File: config.mk
export PLATFORM = sky130hd
export DESIGN_NAME = im_loader_flat
export DESIGN_NICKNAME = d
export VERILOG_FILES = /design/src/rtl/im_loader_pkg.sv /design/src/rtl/im_loader_if.sv /design/src/rtl/im_loader_asm.sv /design/src/rtl/im_loader.sv /design/src/flat_wrapper.sv
export SDC_FILE = /design/constraint.sdc
export NUM_CORES = 1
export LEC_CHECK = 0
export CAP_MARGIN = 20
export CORE_ASPECT_RATIO = 0.6
export CORE_UTILIZATION = 30
export DETAILED_ROUTE_END_ITERATION = 10
export SKIP_LAST_GASP = 1
export SYNTH_ARGS = -nofsm -noshare
export SYNTH_HDL_FRONTEND = slang
export SYNTH_SLANG_ARGS = --single-unit
File: constraint.sdc
create_clock -name clk -period 4.4 [get_ports clk]
set_input_delay 1.1 -clock clk [delete_from_list [all_inputs] [get_ports clk]]
set_output_delay 1.1 -clock clk [all_outputs]
set_load 0.02 [all_outputs]
File: src/rtl/im_loader_pkg.sv
// Shared definitions for the boot-time instruction loader: FSM state encoding,
// header length and default memory placement.
package im_loader_pkg;

  typedef enum logic [2:0] {
    ST_IDLE,
    ST_HDR,
    ST_DATA,
    ST_CSUM,
    ST_DONE,
    ST_ERR
  } state_t;

  localparam int          HDR_BYTES     = 4;
  localparam logic [31:0] DEF_BASE_ADDR = 32'h0000_3000;
  localparam int          DEF_DEPTH     = 4096;

endpackage

File: src/rtl/im_loader_if.sv
// Byte-stream input and instruction-memory write port of the loader.
// The slave modport is the loader; the master modport is the host/memory side.
interface im_loader_if;
  logic [7:0]  in_data;
  logic        in_valid;
  logic        in_ready;
  logic        im_we;
  logic [31:0] im_addr;
  logic [31:0] im_wdata;

  modport master (output in_data, in_valid,
                  input  in_ready, im_we, im_addr, im_wdata);
  modport slave  (input  in_data, in_valid,
                  output in_ready, im_we, im_addr, im_wdata);
endinterface

File: src/rtl/im_loader_asm.sv
// Big-endian byte-to-word assembler. word_valid is combinational so the loader
// can register the write on the same edge that accepts the completing byte.
module im_loader_asm
  import im_loader_pkg::*;
(
  input  logic        clk,
  input  logic        reset,
  input  logic        clear,
  input  logic        byte_en,
  input  logic [7:0]  byte_in,
  output logic        word_valid,
  output logic [31:0] word
);

  localparam logic [1:0] LAST_BYTE = 2'(HDR_BYTES - 1);

  logic [1:0]  cnt_reg;
  logic [23:0] shift_reg;

  always_ff @(posedge clk or posedge reset) begin
    if (reset) begin
      cnt_reg   <= '0;
      shift_reg <= '0;
    end else if (clear) begin
      cnt_reg <= '0;
    end else if (byte_en) begin
      cnt_reg   <= cnt_reg + 2'd1;
      shift_reg <= {shift_reg[15:0], byte_in};
    end
  end

  assign word_valid = byte_en && (cnt_reg == LAST_BYTE);
  assign word       = {shift_reg, byte_in};

endmodule

File: src/rtl/im_loader.sv
// Boot loader: header word N, then N data words written from BASE_ADDR upward.
// Define IM_LOADER_CHECKSUM_EN to require a trailing XOR checksum word.
module im_loader
  import im_loader_pkg::*;
#(
  parameter logic [31:0] BASE_ADDR = DEF_BASE_ADDR,
  parameter int          DEPTH     = DEF_DEPTH
)(
  input  logic         clk,
  input  logic         reset,
  input  logic         start,
  im_loader_if.slave   bus,
  output logic         busy,
  output logic         done,
  output logic         err
);

  localparam logic [31:0] DEPTH_W = 32'(DEPTH);

  state_t      state_reg;
  logic        busy_reg;
  logic        done_reg;
  logic        err_reg;
  logic        we_reg;
  logic [31:0] addr_reg;
  logic [31:0] wdata_reg;
  logic [12:0] k_reg;
  logic [12:0] n_reg;
`ifdef IM_LOADER_CHECKSUM_EN
  logic [31:0] csum_reg;
`endif

  logic        accept;
  logic        launch;
  logic        word_valid;
  logic [31:0] word;

  assign accept = bus.in_valid && busy_reg;
  assign launch = start && !busy_reg;

  im_loader_asm u_asm (
    .clk        (clk),
    .reset      (reset),
    .clear      (launch),
    .byte_en    (accept),
    .byte_in    (bus.in_data),
    .word_valid (word_valid),
    .word       (word)
  );

  always_ff @(posedge clk or posedge reset) begin
    if (reset) begin
      state_reg <= ST_IDLE;
      busy_reg  <= 1'b0;
      done_reg  <= 1'b0;
      err_reg   <= 1'b0;
      we_reg    <= 1'b0;
      addr_reg  <= BASE_ADDR;
      wdata_reg <= '0;
      k_reg     <= '0;
      n_reg     <= '0;
`ifdef IM_LOADER_CHECKSUM_EN
      csum_reg  <= '0;
`endif
    end else begin
      we_reg <= 1'b0;
      case (state_reg)
        ST_IDLE, ST_DONE, ST_ERR: begin
          if (start) begin
            state_reg <= ST_HDR;
            busy_reg  <= 1'b1;
            done_reg  <= 1'b0;
            err_reg   <= 1'b0;
            k_reg     <= '0;
`ifdef IM_LOADER_CHECKSUM_EN
            csum_reg  <= '0;
`endif
          end
        end
        ST_HDR: begin
          if (word_valid) begin
            n_reg <= word[12:0];
            if (word > DEPTH_W) begin
              state_reg <= ST_ERR;
              busy_reg  <= 1'b0;
              err_reg   <= 1'b1;
            end else if (word == 32'd0) begin
`ifdef IM_LOADER_CHECKSUM_EN
              state_reg <= ST_CSUM;
`else
              state_reg <= ST_DONE;
              busy_reg  <= 1'b0;
              done_reg  <= 1'b1;
`endif
            end else begin
              state_reg <= ST_DATA;
            end
          end
        end
        ST_DATA: begin
          if (word_valid) begin
            we_reg    <= 1'b1;
            addr_reg  <= BASE_ADDR + {17'd0, k_reg, 2'b00};
            wdata_reg <= word;
            k_reg     <= k_reg + 13'd1;
`ifdef IM_LOADER_CHECKSUM_EN
            csum_reg  <= csum_reg ^ word;
`endif
            // k_reg still holds the index of the word being written
            if (k_reg == n_reg - 13'd1) begin
`ifdef IM_LOADER_CHECKSUM_EN
              state_reg <= ST_CSUM;
`else
              state_reg <= ST_DONE;
              busy_reg  <= 1'b0;
              done_reg  <= 1'b1;
`endif
            end
          end
        end
`ifdef IM_LOADER_CHECKSUM_EN
        ST_CSUM: begin
          if (word_valid) begin
            busy_reg <= 1'b0;
            if (word == csum_reg) begin
              state_reg <= ST_DONE;
              done_reg  <= 1'b1;
            end else begin
              state_reg <= ST_ERR;
              err_reg   <= 1'b1;
            end
          end
        end
`endif
        default: begin
          state_reg <= ST_IDLE;
          busy_reg  <= 1'b0;
        end
      endcase
    end
  end

  assign busy         = busy_reg;
  assign done         = done_reg;
  assign err          = err_reg;
  assign bus.in_ready = busy_reg;
  assign bus.im_we    = we_reg;
  assign bus.im_addr  = addr_reg;
  assign bus.im_wdata = wdata_reg;

endmodule

File: src/flat_wrapper.sv
// flat-port wrapper written by rule: the top's interface ports become plain ports
module im_loader_flat import im_loader_pkg::*;
#(
  parameter logic [31:0] BASE_ADDR = DEF_BASE_ADDR,
  parameter int          DEPTH     = DEF_DEPTH
)
  (clk, reset, start, busy, done, err, bus_in_data, bus_in_valid, bus_in_ready, bus_im_we, bus_im_addr, bus_im_wdata);
  im_loader_if bus_i ();
  input  logic clk;
  input  logic reset;
  input  logic start;
  output logic busy;
  output logic done;
  output logic err;
  input wire logic [$bits(bus_i.in_data)-1:0] bus_in_data;
  input wire logic [$bits(bus_i.in_valid)-1:0] bus_in_valid;
  output wire logic [$bits(bus_i.in_ready)-1:0] bus_in_ready;
  output wire logic [$bits(bus_i.im_we)-1:0] bus_im_we;
  output wire logic [$bits(bus_i.im_addr)-1:0] bus_im_addr;
  output wire logic [$bits(bus_i.im_wdata)-1:0] bus_im_wdata;
  assign bus_i.in_data = bus_in_data;
  assign bus_i.in_valid = bus_in_valid;
  assign bus_in_ready = bus_i.in_ready;
  assign bus_im_we = bus_i.im_we;
  assign bus_im_addr = bus_i.im_addr;
  assign bus_im_wdata = bus_i.im_wdata;
  im_loader #(.BASE_ADDR(BASE_ADDR), .DEPTH(DEPTH)) u_core (.clk(clk), .reset(reset), .start(start), .bus(bus_i), .busy(busy), .done(done), .err(err));
endmodule
## Yosys cells after proc, flatten, opt, wreduce, memory -nomap -nowiden

Index checks and enable logic that the tools add are counted.

| storage, ports and cells | value |
|---|---|
| register bits after elaboration | 123 |
| latch bits | 0 |
| memory bits (writable) | 0 |
| bits in read-only memories | 0 |
| input bits | 12 |
| output and inout bits | 69 |
| logic and storage cells | 81 |
| memories | 0 |

| operators by class | value |
|---|---|
| add/subtract/negate cells | 4 |
| multipliers | 0 |
| divide/modulo/power cells | 0 |
| order comparisons | 1 |
| equal/unequal tests | 14 |
| shifts and indexed selects | 0 |
| mux-type cells | 31 |
| bitwise gates (word level) | 1 |
| reductions and logical operators | 19 |

Operators with widths:

| cell | number |
|---|---|
| $gt 32x13->1 const B | 1 |
| $logic_not 32->1 | 1 |
| $mux 13 | 2 |
| $pmux 13 s2 | 1 |
| $mux 3 | 6 |
| $add 14x15->16 const A | 1 |
| $mux 1 | 16 |
| $add 13x1->13 const B | 1 |
| $eq 13x13->1 | 1 |
| $sub 13x1->13 const B | 1 |
| $pmux 3 s3 | 1 |
| $ne 2x2->1 const B | 4 |
| $reduce_and 4->1 | 2 |
| $reduce_and 7->1 | 1 |
| $eq 3x3->1 const B | 2 |
| $ne 2x1->1 const B | 3 |
| $pmux 1 s3 | 2 |
| $reduce_and 2->1 | 3 |
| $reduce_bool 2->1 | 3 |
| $reduce_and 5->1 | 1 |
| $mux 2 | 2 |
| $eq 3x1->1 const B | 1 |
| $eq 3x2->1 const B | 1 |
| $logic_and 1x1->1 | 3 |
| other kinds (10) | 10 |

## Depth between registers and ports, before layout

| depth | value |
|---|---|
| depth in word-level cells | 5 |
| gate-level depth with buffers | 8 |
| depth with buffers taken out | 8 |

## Cells and area by module

Synthesis repeated with hierarchy kept, for this count alone.

| second synthesis, totals | value |
|---|---|
| cell total of the unflattened synthesis | 515 |
| area, all modules | 5149.9 um^2 |

By module, submodules not included:

| module | instances | cells an instance | area an instance (um^2) | seq. area each (um^2) |
|---|---|---|---|---|
| im_loader | 1 | 446 | 3978.8 | 1979.4 |
| im_loader_asm | 1 | 69 | 1171.1 | 650.6 |

## Worst setup path before layout

No wires, ideal clock.

| path | value |
|---|---|
| kind | input to register |
| start point | input port bus_in_valid |
| end point | register u_core.n_reg[2] |
| arrival time | 2.314 ns |
| required time | 4.275 ns |
| setup slack | 1.961 ns |
| stages on the path | 6 |
| path through | and3_1 > clkbuf_1 > nand2_1 > nor2_2 > buf_2 > mux2_2 |

| between the ends | value |
|---|---|
| word-level cells in the longest chain between the ends | 3 |

RTL lines:

| item | RTL line | source |
|---|---|---|
| from (decl) | flat_wrapper.sv:16 | `input wire logic [$bits(bus_i.in_valid)-1:0] bus_in_valid;` |
| $logic_and 1x1->1 | im_loader.sv:38 | `assign accept = bus.in_valid && busy_reg;` |
| $logic_and 1x1->1 | im_loader_asm.sv:32 | `assign word_valid = byte_en && (cnt_reg == LAST_BYTE);` |
| $reduce_and 2->1 (no source line) | -- |  |
| to (signal assigned) | im_loader.sv:82 | `n_reg <= word[12:0];` |
| to (decl) | im_loader.sv:28 | `logic [12:0] n_reg;` |

Every way passes these cells.
A chain may end at the register's enable or synchronous reset.

## Worst setup path after layout

| path | value |
|---|---|
| start point | input port bus_in_valid |
| end point | register u_core.n_reg[3] |

Same word-level chain as after synthesis.

==> flow_metrics.env <==
export IMPL_outcome="finished clean"
export IMPL_drt_iter0_drc=282
export IMPL_start_kind="input pin"
export IMPL_drt_first_pass_iters=5
export IMPL_ys_types=58
export IMPL_syn_inst=509
export IMPL_synthFlopType="dfrtp_1"
export IMPL_cp_max_fo=17
export IMPL_syn_area_um2=5010
export IMPL_ys_ff_latch=105
export IMPL_dieArea_um2=17200
export IMPL_hold_path_class="flop to flop"
export IMPL_post_drt_via_cell_ratio=4.75
export IMPL_first_global_vias=3644
export IMPL_ctsResizeCount=0
export IMPL_avgSynthCellArea_um2=9.84
export IMPL_tightest_slew_ns=1.04
export IMPL_diodes=0
export IMPL_routed_via_count=3774
export IMPL_clock_sinks=105
export IMPL_pwr_share_seq=0.459
export IMPL_synth_seq_area_share=0.525
export IMPL_dp_cells=779
export IMPL_cellLeakagePower_nw=2.77
export IMPL_slew_headroom=0.306
export IMPL_largest_reg_flops=32
export IMPL_p_sw_uw=984
export IMPL_setup_tns_ns=0
export IMPL_grt_pass1_wl_um=20100
export IMPL_finalHoldViolCount=0
export IMPL_rows=36
export IMPL_die_w_um=169
export IMPL_reg2reg_slack_ns=2.04
export IMPL_rsz0062_at_grt="false"
export IMPL_core_area_um2=16300
export IMPL_worstPathArrival_ns=3.05
export IMPL_clock_fmax_mhz=354
export IMPL_finalSetupViolations=0
export IMPL_layout_nets=579
export IMPL_finalCriticalPeriod_ns=2.83
export IMPL_routed_wirelength_um=12400
export IMPL_fillers=1625
export IMPL_gp_congestion=0.868
export IMPL_die_y_um=102
export IMPL_async_flop_share=1.00
export IMPL_drc=0
export IMPL_power_internal_mw=2.02
export IMPL_cts_made_buffers=9
export IMPL_worstSetupPathType="input pin to flop"
export IMPL_ctsHoldBuffers=0
export IMPL_multi_input_area_um2=2150
export IMPL_grtUsageTotal=0.153
export IMPL_wire_per_inst_um=15.6
export IMPL_power_frac_comb=0.284
export IMPL_synth_edf_count=0
export IMPL_ant_nets=0
export IMPL_grt_overflow_total=0
export IMPL_postCtsSetupBuffers=0
export IMPL_syn_to_final_growth_pct=21.0
export IMPL_p_sw_frac=0.327
export IMPL_ir_worst_vdd_mv=0.264
export IMPL_yosys_warnings=0
export IMPL_cts_root_buf="clkbuf_16"
export IMPL_whs_ns=0.474
export IMPL_start_util=0.308
export IMPL_crit_path_start="bus_in_valid"
export IMPL_cp_end_kind="flop"
export IMPL_cts_htree_levels=3
export IMPL_clkLatencyLatePin_ns=0.34
export IMPL_clockPowerShare=0.257
export IMPL_final_cells=795
export IMPL_ios=81
export IMPL_hp_start="u_core.bus.im_addr[3]$_DFFE_PP0P_"
export IMPL_grt_antenna_before_repair=0
export IMPL_io_buffers=62
export IMPL_dp_hpwl_um=9020
export IMPL_clock_skew_final_ns=0.00711
export IMPL_clk_pin_slew_worst_paths_ns=0.07
export IMPL_slew_viol_final=0
export IMPL_cellPowerDensity_nw_per_um2=496
export IMPL_grt_max_degree=54
export IMPL_r2r_start="u_core.u_asm.shift_reg[15]$_DFFE_PP0P_"
export IMPL_cts_buffer_depth=2
export IMPL_max_cap_violations=0
export IMPL_finalCritPeriodShare=0.642
export IMPL_regArea_um2=2630
export IMPL_crit_required_ns=4.63
export IMPL_cts_tree="built"
export IMPL_drive_gt1_frac=0.129
==> Yosys cell counts (4+ instances only) <==
master | number | area, um2
xor2_1 | 12 | 105
mux2_2 | 36 | 405
o21ai_0 | 16 | 80.1
xnor2_1 | 14 | 123
buf_1 | 5 | 18.8
or3_1 | 5 | 31.3
nand4_1 | 4 | 25.0
nand2_1 | 148 | 556
nor2_1 | 24 | 90.1
clkbuf_1 | 12 | 45.0
ha_1 | 5 | 62.6
dfrtp_1 | 103 | 2580
nand2b_1 | 4 | 25.0
buf_4 | 20 | 150
nor3_1 | 11 | 55.1
nand3_1 | 6 | 30.0
nor4_1 | 13 | 81.3
a21oi_1 | 10 | 50.1
inv_1 | 9 | 33.8
==> through the flow <==
| stage | area (um2) | power [mW] | setup WS [ns] | utilization |
|---|---|---|---|---|
| floorplan | 5070 | 1.82 | 0.543 | - |
| global placement | 5770 | 2.24 | 1.31 | 0.355 |
| detailed placement | 5770 | 2.26 | 1.24 | 0.355 |
| CTS | 6060 | 3.05 | 1.60 | 0.373 |
| global route | 6060 | 3.19 | 1.48 | 0.373 |
| finish | 6060 | 3.01 | 1.57 | 0.373 |
==> metal layers <==
layer | track usage | wire length [um]
met4 | 0.0308 | 107
met5 | 0 | 0
met3 | 0.0414 | 918
met2 | 0.213 | 4920
met1 | 0.235 | 6450
==> worst paths after layout <==
path                                                  endpoint  depth (start not counted)
hold / removal               u_core.bus.im_addr[3]$_DFFE_PP0P_                          2
hold reg to reg              u_core.bus.im_addr[3]$_DFFE_PP0P_                          2
setup reg to reg                       u_core.done$_DFFE_PP0P_                          6
min in group asynchronous    u_core.bus.im_addr[5]$_DFFE_PP0P_                          2
max in group asynchronous  u_core.bus.im_wdata[14]$_DFFE_PP0P_                          3
setup / recovery                   u_core.n_reg[3]$_DFFE_PP0P_                          5
==> layout by cell type, fill, tap and decap left out, types with 2 or more instances in the layout <==
master and count:
a2111o_1 2, a21oi_1 10, a22o_1 2, buf_4 6
clkbuf_16 9, clkbuf_8 2, clkdlybuf4s50_1 62, clkinvlp_4 2
conb_1 18, dfrtp_1 103, dfstp_2 2, ha_1 5
inv_1 8, mux2_2 36, nand2_1 148, nand2b_1 4
nand3_1 6, nand4_1 4, nor2_1 24, nor2b_1 3
nor3_1 11, nor4_1 13, o211ai_1 3, o21ai_0 16
o21bai_1 2, o22ai_1 2, o31ai_1 2, or3_1 5
xnor2_1 14, xor2_1 12
==> power groups by stage <==
stage	clock [mW]	combinational (mW)	sequential (mW)
global placement	0	0.845	1.40
global route	0.846	0.924	1.42
floorplan	0	0.276	1.54
detailed placement	0	0.861	1.39
CTS	0.801	0.865	1.38
finish	0.774	0.854	1.38
==> cell families (layout without fill, tap and decap cells) <==
| logic type | after synthesis | in the layout | share of synthesized area |
|---|---|---|---|
| AOI/OAI and AO/OA | 53 | 53 | 0.0749 |
| xor gates and xnor gates | 26 | 26 | 0.0455 |
| adders and majority gates | 5 | 5 | 0.0125 |
| buffers and inverters | 53 | 94 | 0.0587 |
| DFF | 105 | 105 | 0.525 |
| muxes | 36 | 36 | 0.0809 |
| other | 1 | 18 | 0.000749 |
| and+or+nand+nor | 230 | 230 | 0.202 |
==> worst max-delay path: stages <==
cell,delay (ns)
clkdlybuf4s50_1,0.56
and3_1,0.28
nand2_1,0.12
nor2_2,0.58
mux2_2,0.42
==> cell type report <==
class                           instances  share of cell area
Clock inverter                          5             0.00619
Tap cell                              228              0.0471
Sequential cell                       105               0.434
Clock buffer                           11              0.0417
Timing Repair Buffer                   68               0.110
Inverter                               10             0.00661
Multi-Input combinational cell        368               0.355
(Power assumes the default switching activity.)
